`config.mk`:
```
export PLATFORM = sky130hd
export DESIGN_NAME = fifo_wr_arbiter
export DESIGN_NICKNAME = d
export VERILOG_FILES = /design/src/rtl/fifo_wr_arbiter_pkg.sv /design/src/rtl/fifo_wr_arbiter_rr_pick2.sv /design/src/rtl/fifo_wr_arbiter.sv
export SDC_FILE = /design/constraint.sdc
export NUM_CORES = 1
export LEC_CHECK = 0
export ABC_AREA = 0
export BUFFER_PORTS_ARGS = -buffer_cell sky130_fd_sc_hd__buf_2
export CORE_ASPECT_RATIO = 1.1
export CORE_MARGIN = 1
export CORE_UTILIZATION = 42
export CTS_CLUSTER_SIZE = 12
export DETAILED_ROUTE_END_ITERATION = 6
export GPL_TIMING_DRIVEN = 0
export HOLD_SLACK_MARGIN = 0.05
export PLACE_DENSITY = 0.83
export SYNTH_ARGS = -nofsm -noshare
export SYNTH_HDL_FRONTEND = slang
export SYNTH_SLANG_ARGS = --single-unit
export TNS_END_PERCENT = 20
```
`constraint.sdc`:
```
create_clock -name clk -period 2.45 [get_ports clk]
set_input_delay 0.1225 -clock clk [delete_from_list [all_inputs] [get_ports clk]]
set_output_delay 0.1225 -clock clk [all_outputs]
set_load 0.005 [all_outputs]
```
`src/rtl/fifo_wr_arbiter_pkg.sv`:
```
`default_nettype none
// ============================================================================
//  Module   : fifo_wr_arbiter_pkg
//  Purpose  : Shared state encoding and owner_o codes for the fifo write-side
//             arbiter and its round-robin picker.
//  Contents : arb_state_t   - ST_IDLE / ST_OWN0 / ST_OWN1
//             OWNER_*       - owner_o encodings
//             owner_code()  - maps a state to its owner_o value
//  Revision : 1.0 - initial release
// ============================================================================
package fifo_wr_arbiter_pkg;

    typedef enum logic [1:0] {
        ST_IDLE = 2'd0,
        ST_OWN0 = 2'd1,
        ST_OWN1 = 2'd2
    } arb_state_t;

    localparam logic [1:0] OWNER_IDLE  = 2'b00;
    localparam logic [1:0] OWNER_PORT0 = 2'b01;
    localparam logic [1:0] OWNER_PORT1 = 2'b10;

    function automatic logic [1:0] owner_code(input arb_state_t st);
        logic [1:0] code;
        code = OWNER_IDLE;
        case (st)
            ST_OWN0: code = OWNER_PORT0;
            ST_OWN1: code = OWNER_PORT1;
            default: code = OWNER_IDLE;
        endcase
        return code;
    endfunction

endpackage
`default_nettype wire

```
`src/rtl/fifo_wr_arbiter_rr_pick2.sv`:
```
`default_nettype none
// ============================================================================
//  Module   : rr_pick2
//  Purpose  : Two-way round-robin pick, purely combinational. On a tie the
//             port that was NOT granted last wins.
//  Ports    : req0, req1  in   requests
//             last        in   1 = port1 was granted most recently
//             gnt0, gnt1  out  one-hot (or zero) grant
//  Revision : 1.0 - initial release
// ============================================================================
module rr_pick2
    import fifo_wr_arbiter_pkg::*;
(
    input  logic req0,
    input  logic req1,
    input  logic last,
    output logic gnt0,
    output logic gnt1
);

    always_comb begin
        gnt0 = req0 & (~req1 | last);
        gnt1 = req1 & (~req0 | ~last);
    end

endmodule
`default_nettype wire

```
`src/rtl/fifo_wr_arbiter.sv`:
```
`default_nettype none
// ============================================================================
//  Module   : fifo_wr_arbiter
//  Purpose  : Shares the write side of one fifo between two producers.
//             Ownership is granted round-robin; an owner keeps at most BURST
//             words per tenure while the other producer waits. fifo full
//             blocks all writes.
//  Ports    : clk, rst_n            clock, async active-low reset
//             req0_i/data0_i/ack0_o producer 0 handshake
//             req1_i/data1_i/ack1_o producer 1 handshake
//             fifo_full_i           backpressure from fifo full_o
//             fifo_write_o          to fifo write_i
//             fifo_data_o           to fifo data_i (0 when not writing)
//             owner_o               00 idle, 01 port0, 10 port1
//  Revision : 1.0 - initial release
// ============================================================================
module fifo_wr_arbiter
    import fifo_wr_arbiter_pkg::*;
#(
    parameter int DWIDTH = 8,
    parameter int BURST  = 4,
    parameter int CWIDTH = 3
) (
    input  logic              clk,
    input  logic              rst_n,
    input  logic              req0_i,
    input  logic [DWIDTH-1:0] data0_i,
    output logic              ack0_o,
    input  logic              req1_i,
    input  logic [DWIDTH-1:0] data1_i,
    output logic              ack1_o,
    input  logic              fifo_full_i,
    output logic              fifo_write_o,
    output logic [DWIDTH-1:0] fifo_data_o,
    output logic [1:0]        owner_o
);

    localparam logic [CWIDTH-1:0] CNT_LAST = CWIDTH'(BURST - 1);

    arb_state_t        state, state_nxt;
    logic [CWIDTH-1:0] cnt, cnt_nxt;
    logic              last_owner, last_owner_nxt;

    logic              pick0, pick1;
    logic              own_req, other_req;
    arb_state_t        other_st;

    // Only used from ST_IDLE; handovers from an owning state go straight to
    // the other port without consulting the picker.
    rr_pick2 u_pick (
        .req0 (req0_i),
        .req1 (req1_i),
        .last (last_owner),
        .gnt0 (pick0),
        .gnt1 (pick1)
    );

    always_ff @(posedge clk or negedge rst_n) begin
        if (!rst_n) begin
            state      <= ST_IDLE;
            cnt        <= '0;
            last_owner <= 1'b1;     // port0 wins the first tie
        end else begin
            state      <= state_nxt;
            cnt        <= cnt_nxt;
            last_owner <= last_owner_nxt;
        end
    end

    always_comb begin
        state_nxt      = state;
        cnt_nxt        = cnt;
        last_owner_nxt = last_owner;
        own_req        = (state == ST_OWN1) ? req1_i : req0_i;
        other_req      = (state == ST_OWN1) ? req0_i : req1_i;
        other_st       = (state == ST_OWN1) ? ST_OWN0 : ST_OWN1;

        case (state)
            ST_IDLE: begin
                if (pick0) begin
                    state_nxt      = ST_OWN0;
                    cnt_nxt        = '0;
                    last_owner_nxt = 1'b0;
                end else if (pick1) begin
                    state_nxt      = ST_OWN1;
                    cnt_nxt        = '0;
                    last_owner_nxt = 1'b1;
                end
            end
            ST_OWN0, ST_OWN1: begin
                if (!own_req) begin
                    // Owner let go: hand over without an idle bubble.
                    cnt_nxt = '0;
                    if (other_req) begin
                        state_nxt      = other_st;
                        last_owner_nxt = (other_st == ST_OWN1);
                    end else begin
                        state_nxt = ST_IDLE;
                    end
                end else if (fifo_full_i) begin
                    // Full stalls everyone; tenure and count are frozen.
                    state_nxt = state;
                end else if (cnt == CNT_LAST) begin
                    cnt_nxt = '0;
                    if (other_req) begin
                        state_nxt      = other_st;
                        last_owner_nxt = (other_st == ST_OWN1);
                    end
                end else begin
                    cnt_nxt = cnt + 1'b1;
                end
            end
            default: begin
                state_nxt = ST_IDLE;
                cnt_nxt   = '0;
            end
        endcase
    end

    // Acks follow the registered state directly, so an async reset drops
    // them in the same cycle and the word on the bus is not written.
    always_comb begin
        ack0_o       = (state == ST_OWN0) & req0_i & ~fifo_full_i;
        ack1_o       = (state == ST_OWN1) & req1_i & ~fifo_full_i;
        fifo_write_o = ack0_o | ack1_o;
        fifo_data_o  = '0;
        if (ack0_o) begin
            fifo_data_o = data0_i;
        end else if (ack1_o) begin
            fifo_data_o = data1_i;
        end
        owner_o = owner_code(state);
    end

endmodule
`default_nettype wire

```
======== Yosys cells after proc, flatten, opt, wreduce, memory -nomap -nowiden ========
Cells that the tools add are included.
operators by class
  mux-type cells .......................... 27
  equality and inequality tests ........... 8
  reductions and logical operators ........ 6
  bitwise logic cells ..................... 13
  $add $sub $neg .......................... 1
operators by type and width
  cell                                                              number
  2-bit 2-to-1 mux                                                  8
  8-bit 2-to-1 mux                                                  2
  3-bit 2-to-1 mux                                                  5
  3-bit != test (second input constant)                             4
  1-bit 2-to-1 mux                                                  8
  2-bit one-hot mux with 2 select lines                             2
  4-bit AND reduction                                               2
  1-bit bitwise AND                                                 6
  3-bit one-hot mux with 2 select lines                             1
  2-bit == test (second input constant)                             2
  1-bit inverter                                                    4
  3-bit by 1-bit adder with 3-bit output (second input constant)    1
  3-bit by 2-bit == test with 1-bit output (second input constant)  1
  1-bit OR                                                          3
  2-bit by 1-bit == test with 1-bit output (second input constant)  1
  2-bit logical NOT                                                 1
  1-bit one-hot mux with 2 select lines                             1
  2-bit AND reduction                                               1
  2-bit nonzero test                                                1
  2-bit OR reduction                                                1
word-level totals
  input bits .............................. 21
  output and inout bits ................... 13
  flip-flop bits (word level) ............. 6
  logic and storage cells ................. 58

======== Depth between registers and ports, before layout ========
Gate-level depths: netlist of run 1.
  depth in word-level cells ............... 8
  depth in mapped cells ................... 6
  gate-level depth less buffers ........... 6

======== By module ========
From an unflattened synthesis of run 1, not the netlist that was laid out.
second synthesis, totals
  cells, all modules ...................... 65
  area, all modules ....................... 606.8 um2
modules (own cells, without submodules)
  module           area an instance (um2)  times used  sequential area each (um2)  cells an instance
  fifo_wr_arbiter  588.1                   1           151.4                       62
  rr_pick2         18.8                    1           0.0                         3

======== Worst setup path before layout of run 1 ========
Ideal clock, no wire load.
  path type ............................... reg2reg
  from .................................... register state[0]
  to ...................................... register state[1]
  clock period less this slack ............ 1967 ps
  arrival ................................. 1842 ps
  stages on the path, launching flop included .. 7
  library setup time ...................... 125 ps
  slack ................................... 483 ps
  required time ........................... 2325 ps
  path buffers ............................ 0
  cell sequence ........................... dfrtp_1 -> inv_1 -> ha_1 -> mux2_4 -> a32o_2 -> o21bai_4 -> mux2_4
on the way
  cells in the longest elaborated chain, start to end .. 7
  elaborated cells on any way between the ends .. 18
  those cells by class .................... eq/ne (6); mux (9); reduce/logical (3)
RTL lines
  element                                RTL line                source
  from (decl)                            fifo_wr_arbiter.sv:40   arb_state_t state, state_nxt;
  from (signal assigned)                 fifo_wr_arbiter.sv:64   state <= state_nxt;
  2-bit == test                          -
  2-bit 2-to-1 mux                       fifo_wr_arbiter.sv:76   other_st = (state == ST_OWN1) ? ST_OWN0 : ST_OWN1;
  2-bit 2-to-1 mux                       fifo_wr_arbiter.sv:105  if (other_req) begin
  2-bit 2-to-1 mux                       fifo_wr_arbiter.sv:103  end else if (cnt == CNT_LAST) begin
  2-bit 2-to-1 mux                       fifo_wr_arbiter.sv:100  end else if (fifo_full_i) begin
  2-bit 2-to-1 mux                       fifo_wr_arbiter.sv:91   if (!own_req) begin
  2-bit one-hot mux with 2 select lines  fifo_wr_arbiter.sv:78   case (state)
Several ways; a longest one is shown, not always the timed one. The select of a mux whose other input is x is not followed.
A chain may end at the register's enable or synchronous reset.

======== Final worst setup path of run 1 ========
Same ends and word-level chain as after synthesis.

==> results.yml, run 1 <==
yosys:
  netlist_instances: 65
  syn_area_per_cell_um2: 9.36
  yosys-top-cells-area: "dfrtp_1 (21%), ha_1 (14%), a22o_1 (12%)"
  syn_area_um2: 608
  yosys.cell_types.count: 23
  syn-num-nets: 93
  yosys_warnings: 0
  yosysSeqAreaShare_pct: 24.9
  yosysTopAreaCellShare_pct: 20.6
  ys_ff_latch: 6
  yosysTopAreaCell: "dfrtp_1"
sta:
  finalClockSkew_ns: 0.00290
  worst_slew_pin_slew_ns: 0.469
  rsz0062_at_grt: "false"
  fin_crit_sh_pct: 86.1
  drv_slew: 0
  max_freq_ghz: 0.474
  fin_crit_ns: 2.11
  tns_ns: 0
  setup_viol: 0
  hold_viol_final: 0
  relSlewSlack_pct: 68.6
power_and_ir_drop:
  finalPower_mw: 0.806
  cellLeakagePower_nw: 0.461
  ir_drop_mv: 0.610
  power_density_mw_per_mm2: 971
critical_path:
  startpoint: "state[0]"
  critPathBufInv: 1
  critical-path-top-delay-family: "multiplexers"
  worstPathRequired_ns: 2.57
  cpPeakStageDelay_ns: 0.42
  crit_path_start_kind: "flip-flop"
  crit_chain: "inv_1 -> ha_1 -> mux2_4 -> a32o_2 -> o21bai_4 -> mux2_4"
  slowest_stage: "dfrtp_1"
  endpoint_kind: "flip-flop"
  rr_startpoint: "state[0]"
  arrival_ns: 2.23
  cp_common_cell: "mux2_4"
  crit_type: "reg2reg"
  cp_max_fo: 7
die:
  ios: 34
  start_util_pct: 44.5
  die_area_mm2: 0.00160
  die_y_um: 41.9
  core-area_mm2: 0.00137
  rows: 14
  die_w_um: 38.3
clock_network:
  cts_resized: 0
  ctsHtreeMaxLevel: 1
  cts_buffer_depth: 2
  clock_sinks: 6
  clk_latency_ns: 0.24
  clk_pin_slew_ns: 0.05
  ctsRootBufferMaster: "clkbuf_4"
  cts_inserted_buffers: 3
  cts_tree: "built"
  cts_setup_buffers: 0
place:
  dp_hpwl_um: 1080
  port_buffers: 33
  gp_congestion: 0.765
layout:
  fill_cells: 114
  multi_input_area_um2: 434
  area_growth_syn_to_layout_pct: 36.4
  fin_nets: 132
  drive_above_1_share_pct: 42.7
  seq_area_um2: 151
  diodes: 0
detailed_routing:
  drc_errors: 0
  drtIter0Drc: 5
  vias: 617
  wire_per_inst_um: 10.9
  detail-route-antenna-nets: 0
  wirelength_um: 1300
  viasPerCell: 5.18
  first_pass_iters: 4
global_routing:
  grt_pass1_vias: 535
  grt_util_met3_pct: 1.60
  use_met1_pct: 19.0
  use_met2_pct: 34.2
  grt_overflow: 0
  globalRouteTotalUtil_pct: 17.9
  antenna_found_initial: 0
  busiest_layer: "met2"
  grt_pass1_wl_um: 2120
  grt_max_degree: 11
min_path:
  hold_path.class: "in2async"
run_status:
  outcome: "finished, final reports clean"
run:
  maxCapViolCount: 0
==> metal layers <==
| layer | vias to the layer above | wire length (um) |
|---|---|---|
| met5 | - | 0 |
| met4 | 0 | 0 |
| met3 | 0 | 115 |
| met2 | 32 | 672 |
| met1 | 272 | 514 |
| li1 | 313 | - |
==> state kept, by name, summed over array words and instances (netlist names) <==
register / count
last_owner: 1
state: 2
cnt: 3
==> final timing paths <==
kind                                   end  slack (ns)  cells past startpoint
worst min-delay path              state[0]        0.22                      2
min in group clk                  state[0]        0.38                      5
max in group asynchronous       last_owner        2.01                      2
worst max-delay path              state[1]        0.34                      6
worst max register to register    state[1]        0.34                      6
worst min register to register      cnt[0]        0.48                      1
==> repair_timing <==
item	in CTS	in global routing
hold buffers	1	0
endpoints found under the setup margin	0	0
endpoints found under the hold margin	6	0
==> placed cells by master (no fill, tap or decap) <==
master / instances
a2111oi_4: 1
a21oi_1: 2
a22o_1: 8
a32o_2: 1
and3_2: 1
buf_2: 33
clkbuf_1: 1
clkbuf_4: 3
dfrtp_1: 5
dfstp_2: 1
dlygate4sd3_1: 1
ha_1: 7
inv_1: 6
mux2_4: 2
mux2i_1: 3
nand2_1: 6
nand2b_1: 3
nand3b_1: 1
nor2_1: 5
nor2_2: 1
nor2b_1: 3
o21a_1: 1
o21ai_0: 4
o21ai_1: 1
o21bai_4: 1
o31ai_1: 1
o32ai_1: 1
==> synthesized netlist by cell type, drive strengths merged <==
library cell,count
o32ai,1
nand2,6
o21bai,1
dfrtp,5
nand3b,1
and3,1
mux2i,3
dfstp,1
o21a,1
o31ai,1
ha,7
a32o,1
mux2,2
a21oi,2
nor2,6
o21ai,5
inv,6
nand2b,3
nor2b,3
a22o,8
a2111oi,1
==> stage by stage <==
stage          util, %  setup WS (ns)  area (um2)  cells  hold slack (ns)
3_3_place_gp      58.1          0.388         793    114          -0.0549
2_1_floorplan        -          0.483         608     65           -0.173
3_5_place_dp      58.1          0.357         793    114          -0.0540
6_report          60.7          0.341         830    119            0.224
4_1_cts           60.7          0.341         830    119            0.222
5_1_grt           60.7          0.238         830    119            0.249
==> power breakdown <==
part | internal (mW) | switching (mW) | total (mW)
combinational | 0.268 | 0.269 | 0.537
sequential | 0.140 | 0.0321 | 0.172
clock | 0.0616 | 0.0346 | 0.0962
total | 0.470 | 0.336 | 0.806
==> worst reg2reg max path, cell delays in order (launching register included) <==
cell and delay, ns:
dfrtp_1 0.42, inv_1 0.15, ha_1 0.26, mux2_4 0.33
a32o_2 0.32, o21bai_4 0.20, mux2_4 0.30
==> cell families (layout without fill, tap and decap cells) <==
logic type,after synthesis,count (layout),synth area share [%]
AO/OA/AOI/OAI,21,21,30.7
adder cells (fa/ha/maj),7,7,14.4
buffers and inverters,6,44,3.70
flip-flops,6,6,24.9
multiplexers,5,5,9.88
AND/OR/NAND/NOR,20,20,16.5
==> cell type report <==
type	instances	share of cell area [%]
repair buffers	34	21.1
well taps	16	2.41
inverters	6	2.71
flip-flops and latches	6	18.3
clock buffers	4	3.17
multi-input cells	53	52.3
Power figures use the tool's default switching activity.
==> run 2, diff against run 1 <==
--- a/config.mk
+++ b/config.mk
@@ -8,7 +8,7 @@
 export ABC_AREA = 0
 export BUFFER_PORTS_ARGS = -buffer_cell sky130_fd_sc_hd__buf_2
 export CORE_ASPECT_RATIO = 1.1
-export CORE_MARGIN = 1
+export CORE_MARGIN = 3
 export CORE_UTILIZATION = 42
 export CTS_CLUSTER_SIZE = 12
 export DETAILED_ROUTE_END_ITERATION = 6
==> run 2 against run 1 <==
  * Clock-buffer cell count unchanged
  * Non-clock buffer count unchanged
  * Design area decreased by 0.15%
  * Register-to-register slack improved by 0.05 ns
  * Worst hold slack got worse by 0.0046 ns
  * Wire length increased by 5.7%
  * Total power decreased by 1.1%
  * Sequential power about the same
  * Worst setup slack improved by 0.050 ns
  * Via count increased by 1.8%
  * Cell count decreased by 0.84%
  * Sequential share of layout area about the same
  * Largest cell class unchanged
==> results.yml, run 2 (synthesized netlist as in run 1, its figures left out) <==
run_status:
  outcome: "finished, final reports clean"
critical_path:
  cp_max_fo: 7
  critPathBufInv: 1
  crit_chain: "inv_1 -> ha_1 -> mux2_4 -> a32o_2 -> a2111oi_4 -> mux2i_1"
  arrival_ns: 2.21
  critical-path-top-delay-family: "compound AO/OA/AOI/OAI gates"
  worstPathRequired_ns: 2.60
  crit_path_start_kind: "flip-flop"
  cpPeakStageDelay_ns: 0.41
  endpoint_kind: "flip-flop"
  slowest_stage: "dfrtp_1"
  crit_type: "reg2reg"
global_routing:
  busiest_layer: "met2"
  globalRouteTotalUtil_pct: 15.3
  antenna_found_initial: 0
  grt_pass1_wl_um: 2280
  grt_pass1_vias: 611
  use_met2_pct: 28.0
  grt_util_met3_pct: 5.93
  use_met1_pct: 15.0
  grt_max_degree: 11
  grt_overflow: 0
power_and_ir_drop:
  switching_share_pct: 41.0
  ir_drop_mv: 0.640
  power_density_mw_per_mm2: 962
  switching_power_mw: 0.327
  cellLeakagePower_nw: 0.461
  power.clock.fraction_pct: 11.8
  p_int_mw: 0.470
  p_comb_share_pct: 66.9
  seqPwrFrac_pct: 21.3
place:
  port_buffers: 33
  gp_congestion: 0.778
  dp_slack_ns: 0.395
  dp_hpwl_um: 1150
detailed_routing:
  wirelength_um: 1380
  wire_per_inst_um: 11.7
  detail-route-antenna-nets: 0
  first_pass_iters: 4
  drtIter0Drc: 6
  viasPerCell: 5.32
  vias: 628
  drc_errors: 0
sta:
  worst_slew_pin_slew_ns: 0.489
  fin_crit_sh_pct: 84.1
  whs_ns: 0.220
  setup_viol: 0
  rsz0062_at_grt: "false"
  relSlewSlack_pct: 67.3
  drv_slew: 0
  finalClockSkew_ns: 0.0105
  tns_ns: 0
  max_freq_ghz: 0.486
  fin_crit_ns: 2.06
  hold_viol_final: 0
  setup_ws_ns: 0.390
layout:
  layout_commonest_cell: "buf_2"
  largest_reg_flops: 3
  largest_register: "cnt"
  reg_top3: "cnt (3), state (2), last_owner (1)"
  diodes: 0
  drive_above_1_share_pct: 42.7
  final_cell_mix: "buf_2 (33), a22o_1 (8), ha_1 (7)"
  area_growth_syn_to_layout_pct: 36.2
  fin_nets: 132
min_path:
  hold_path.class: "in2async"
clock_network:
  hold_buffers: 1
  cts_tree: "built"
  ctsRootBufferMaster: "clkbuf_4"
  cts_inserted_buffers: 3
  cts_buffer_depth: 2
  clock_sinks: 6
  clk_pin_slew_ns: 0.05
  clk_latency_ns: 0.24
  cts_resized: 0
  cts_setup_buffers: 0
  ctsHtreeMaxLevel: 1
die:
  die_y_um: 45.9
  ios: 34
  start_util_pct: 47.9
  die_area_mm2: 0.00194
  rows: 13
  die_w_um: 42.3
  core-area_mm2: 0.00127
run:
  maxCapViolCount: 0
run 2: cell counts in the layout (fill, tap and decap cells not counted):
No cell type changed its count.
run 2: power groups by stage:
stage / clock (mW) / sequential, mW / combinational [mW]
CTS: 0.0989 / 0.170 / 0.536
global route: 0.112 / 0.174 / 0.592
floorplan: 0 / 0.163 / 0.420
global placement: 0 / 0.169 / 0.520
detailed placement: 0 / 0.171 / 0.531
finish: 0.0942 / 0.169 / 0.533
run 2: layer usage:
metal  share of wire, %  wire length, um  up-vias
met5                  0                0        -
met1                 37              511      287
met2                 51              699       30
met3                 12              165        0
met4                  0                0        0
li1                   -                -      311
run 2: worst paths after layout:
path                           from         end  slack [ns]  cells past startpoint
min                           rst_n      cnt[2]        0.22                      2
max                        state[0]  last_owner        0.39                      6
max in group asynchronous     rst_n  last_owner        2.00                      2
max reg2reg                state[0]  last_owner        0.39                      6
min reg2reg                  cnt[2]      cnt[2]        0.47                      1
min in group clk             req0_i    state[0]        0.38                      5
run 2: final cells by class:
class,count,area [um2]
clock buffer,4,26.3
fill,117,440
inverter,6,22.5
multi-input combinational,53,434
sequential,6,151
tap,15,18.8
timing repair buffer,34,175
run 2: metrics by stage:
step	total power [mW]	std cells	cell area (um2)	utilization, %
after global placement	0.689	113	792	62.4
after CTS	0.805	118	828	65.3
after detailed placement	0.702	113	792	62.4
after floorplan	0.583	65	608	-
after global routing	0.878	118	828	65.3
final	0.797	118	828	65.3
==> run 3, diff against run 2 <==
--- a/config.mk
+++ b/config.mk
@@ -9,12 +9,12 @@
 export BUFFER_PORTS_ARGS = -buffer_cell sky130_fd_sc_hd__buf_2
 export CORE_ASPECT_RATIO = 1.1
 export CORE_MARGIN = 3
-export CORE_UTILIZATION = 42
+export CORE_UTILIZATION = 38
 export CTS_CLUSTER_SIZE = 12
 export DETAILED_ROUTE_END_ITERATION = 6
 export GPL_TIMING_DRIVEN = 0
 export HOLD_SLACK_MARGIN = 0.05
-export PLACE_DENSITY = 0.83
+export PLACE_DENSITY = 0.79
 export SYNTH_ARGS = -nofsm -noshare
 export SYNTH_HDL_FRONTEND = slang
 export SYNTH_SLANG_ARGS = --single-unit
==> constraint.sdc (replaced) <==
create_clock -name clk -period 1.77 [get_ports clk]
set_input_delay 0.0885 -clock clk [delete_from_list [all_inputs] [get_ports clk]]
set_output_delay 0.0885 -clock clk [all_outputs]
set_load 0.005 [all_outputs]
==> run 3 against run 2 <==
  * The flow now finishes with violations (setup timing)
  * Via count grew 5.4%
  * Combinational power grew 70%
  * Wire length grew 8.4%
  * Core utilization is essentially flat
  * First-iteration DRC count shrank 50%
  * Clock-buffer cell count is the same
  * Critical endpoint is now state[1]
  * Highest routed layer is now met4
==> results.yml, run 3 (synthesized netlist as in run 1, its figures left out) <==
run_status:
  outcome: "finished with violations"
  failed_checks: "setup timing"
clock_network:
  cts_tree: "built"
  cts_buffer_depth: 2
  cts_inserted_buffers: 3
  clk_latency_ns: 0.24
  ctsHtreeMaxLevel: 1
  ctsRootBufferMaster: "clkbuf_4"
  clock_sinks: 6
  clk_pin_slew_ns: 0.05
critical_path:
  crit_type: "reg2reg"
  worstPathRequired_ns: 1.89
  r2r_slack_ns: -0.09
  startpoint: "state[0]"
  cp_max_fo: 4
  arrival_ns: 1.98
  endpoint_kind: "flip-flop"
  rr_startpoint: "state[0]"
  crit_path_start_kind: "flip-flop"
  r2r_end: "state[1]"
  reg2reg_depth: 6
  worstSetupEndpoint: "state[1]"
sta:
  rsz0062_at_grt: "true"
  worst_slew_pin_slew_ns: 0.268
  fin_crit_ns: 1.86
  setup_ws_ns: -0.0853
  setup_viol: 2
  fin_crit_sh_pct: 105
  whs_ns: 0.195
  hold_viol_final: 0
  relSlewSlack_pct: 82.1
  max_freq_ghz: 0.539
  finalClockSkew_ns: 0.00445
  drv_slew: 0
layout:
  largest_reg_flops: 3
  largest_register: "cnt"
  utilization_pct: 65.3
  diodes: 0
  drive_above_1_share_pct: 53.2
  area_growth_syn_to_layout_pct: 54.3
  fin_nets: 140
  final_cell_mix: "buf_2 (33), a22o_1 (8), buf_4 (7)"
  reg_top3: "cnt (3), state (2), last_owner (1)"
  layout_commonest_cell: "buf_2"
global_routing:
  grt_pass1_vias: 573
  antenna_found_initial: 0
  grt_pass1_wl_um: 2230
  use_met1_pct: 13.4
  grt_max_degree: 10
  grt_util_met3_pct: 4.89
  busiest_layer: "met2"
  globalRouteTotalUtil_pct: 14.6
  use_met2_pct: 27.3
  grt_overflow: 0
power_and_ir_drop:
  finalPower_mw: 1.28
  cellLeakagePower_nw: 0.501
  ir_drop_mv: 0.857
  power_density_mw_per_mm2: 1370
die:
  die_w_um: 44.1
  die_area_mm2: 0.00212
  rows: 14
  start_util_pct: 42.3
  die_y_um: 48.0
  ios: 34
  core-area_mm2: 0.00144
detailed_routing:
  wirelength_um: 1490
  vias: 662
  wire_per_inst_um: 11.7
  viasPerCell: 5.21
  drc_errors: 0
  detail-route-antenna-nets: 0
  drtIter0Drc: 3
  first_pass_iters: 4
place:
  dp_hpwl_um: 1230
  dp_slack_ns: -0.172
  port_buffers: 33
  gp_congestion: 0.853
run:
  maxCapViolCount: 0
min_path:
  hold_path.class: "in2async"
==> run 3: repair_timing <==
action                                 CTS  global route
resized for setup                        4             3
endpoints found under the hold margin    6             0
hold buffers                             1             0
setup endpoints to repair               11            13
pin swaps                                4             1
buffers inserted                         6             2
==> run 3: worst min path at each step <==
| stage | start | to | cells after the start |
|---|---|---|---|
| 4_1_cts | rst_n | state[0] | 2 |
| 3_3_place_gp | rst_n | cnt[0] | 1 |
| 2_1_floorplan | rst_n | cnt[0] | 0 |
| 6_report | rst_n | state[0] | 2 |
| 3_5_place_dp | rst_n | state[0] | 1 |
| 5_1_grt | rst_n | state[0] | 2 |
==> run 3: critical path: stages, from the launching register on <==
cell      delay (ns)
dfrtp_1         0.40
inv_2           0.11
ha_4            0.15
mux2_4          0.30
a32o_2          0.28
o21bai_4        0.20
mux2_4          0.30
==> run 3: final cells by class <==
type | instances | area [um2]
Timing Repair Buffer | 42 | 248
Inverter | 6 | 22.5
Fill cell | 117 | 498
Multi-Input combinational cell | 53 | 469
Clock buffer | 4 | 26.3
Sequential cell | 6 | 153
Tap cell | 16 | 20.0
==> run 3: power breakdown <==
part	leakage (nW)	switching [mW]	internal [mW]
Combinational	0.411	0.420	0.487
Sequential	0.0756	0.0445	0.196
Clock	0.0150	0.0491	0.0854
==> run 3: metal layers <==
metal	up-vias	wire [um]
met5	-	0
met4	0	29
met3	4	164
met2	35	748
met1	297	548
li1	326	-
==> run 3: stage by stage <==
stage	instances	setup TNS (ns)	instance area [um2]
after floorplan	65	-0.113	621
final	127	-0.137	938
after detailed placement	114	-0.377	806
after CTS	125	-0.210	913
after global routing	127	-1.24	938
after global placement	114	-0.328	806
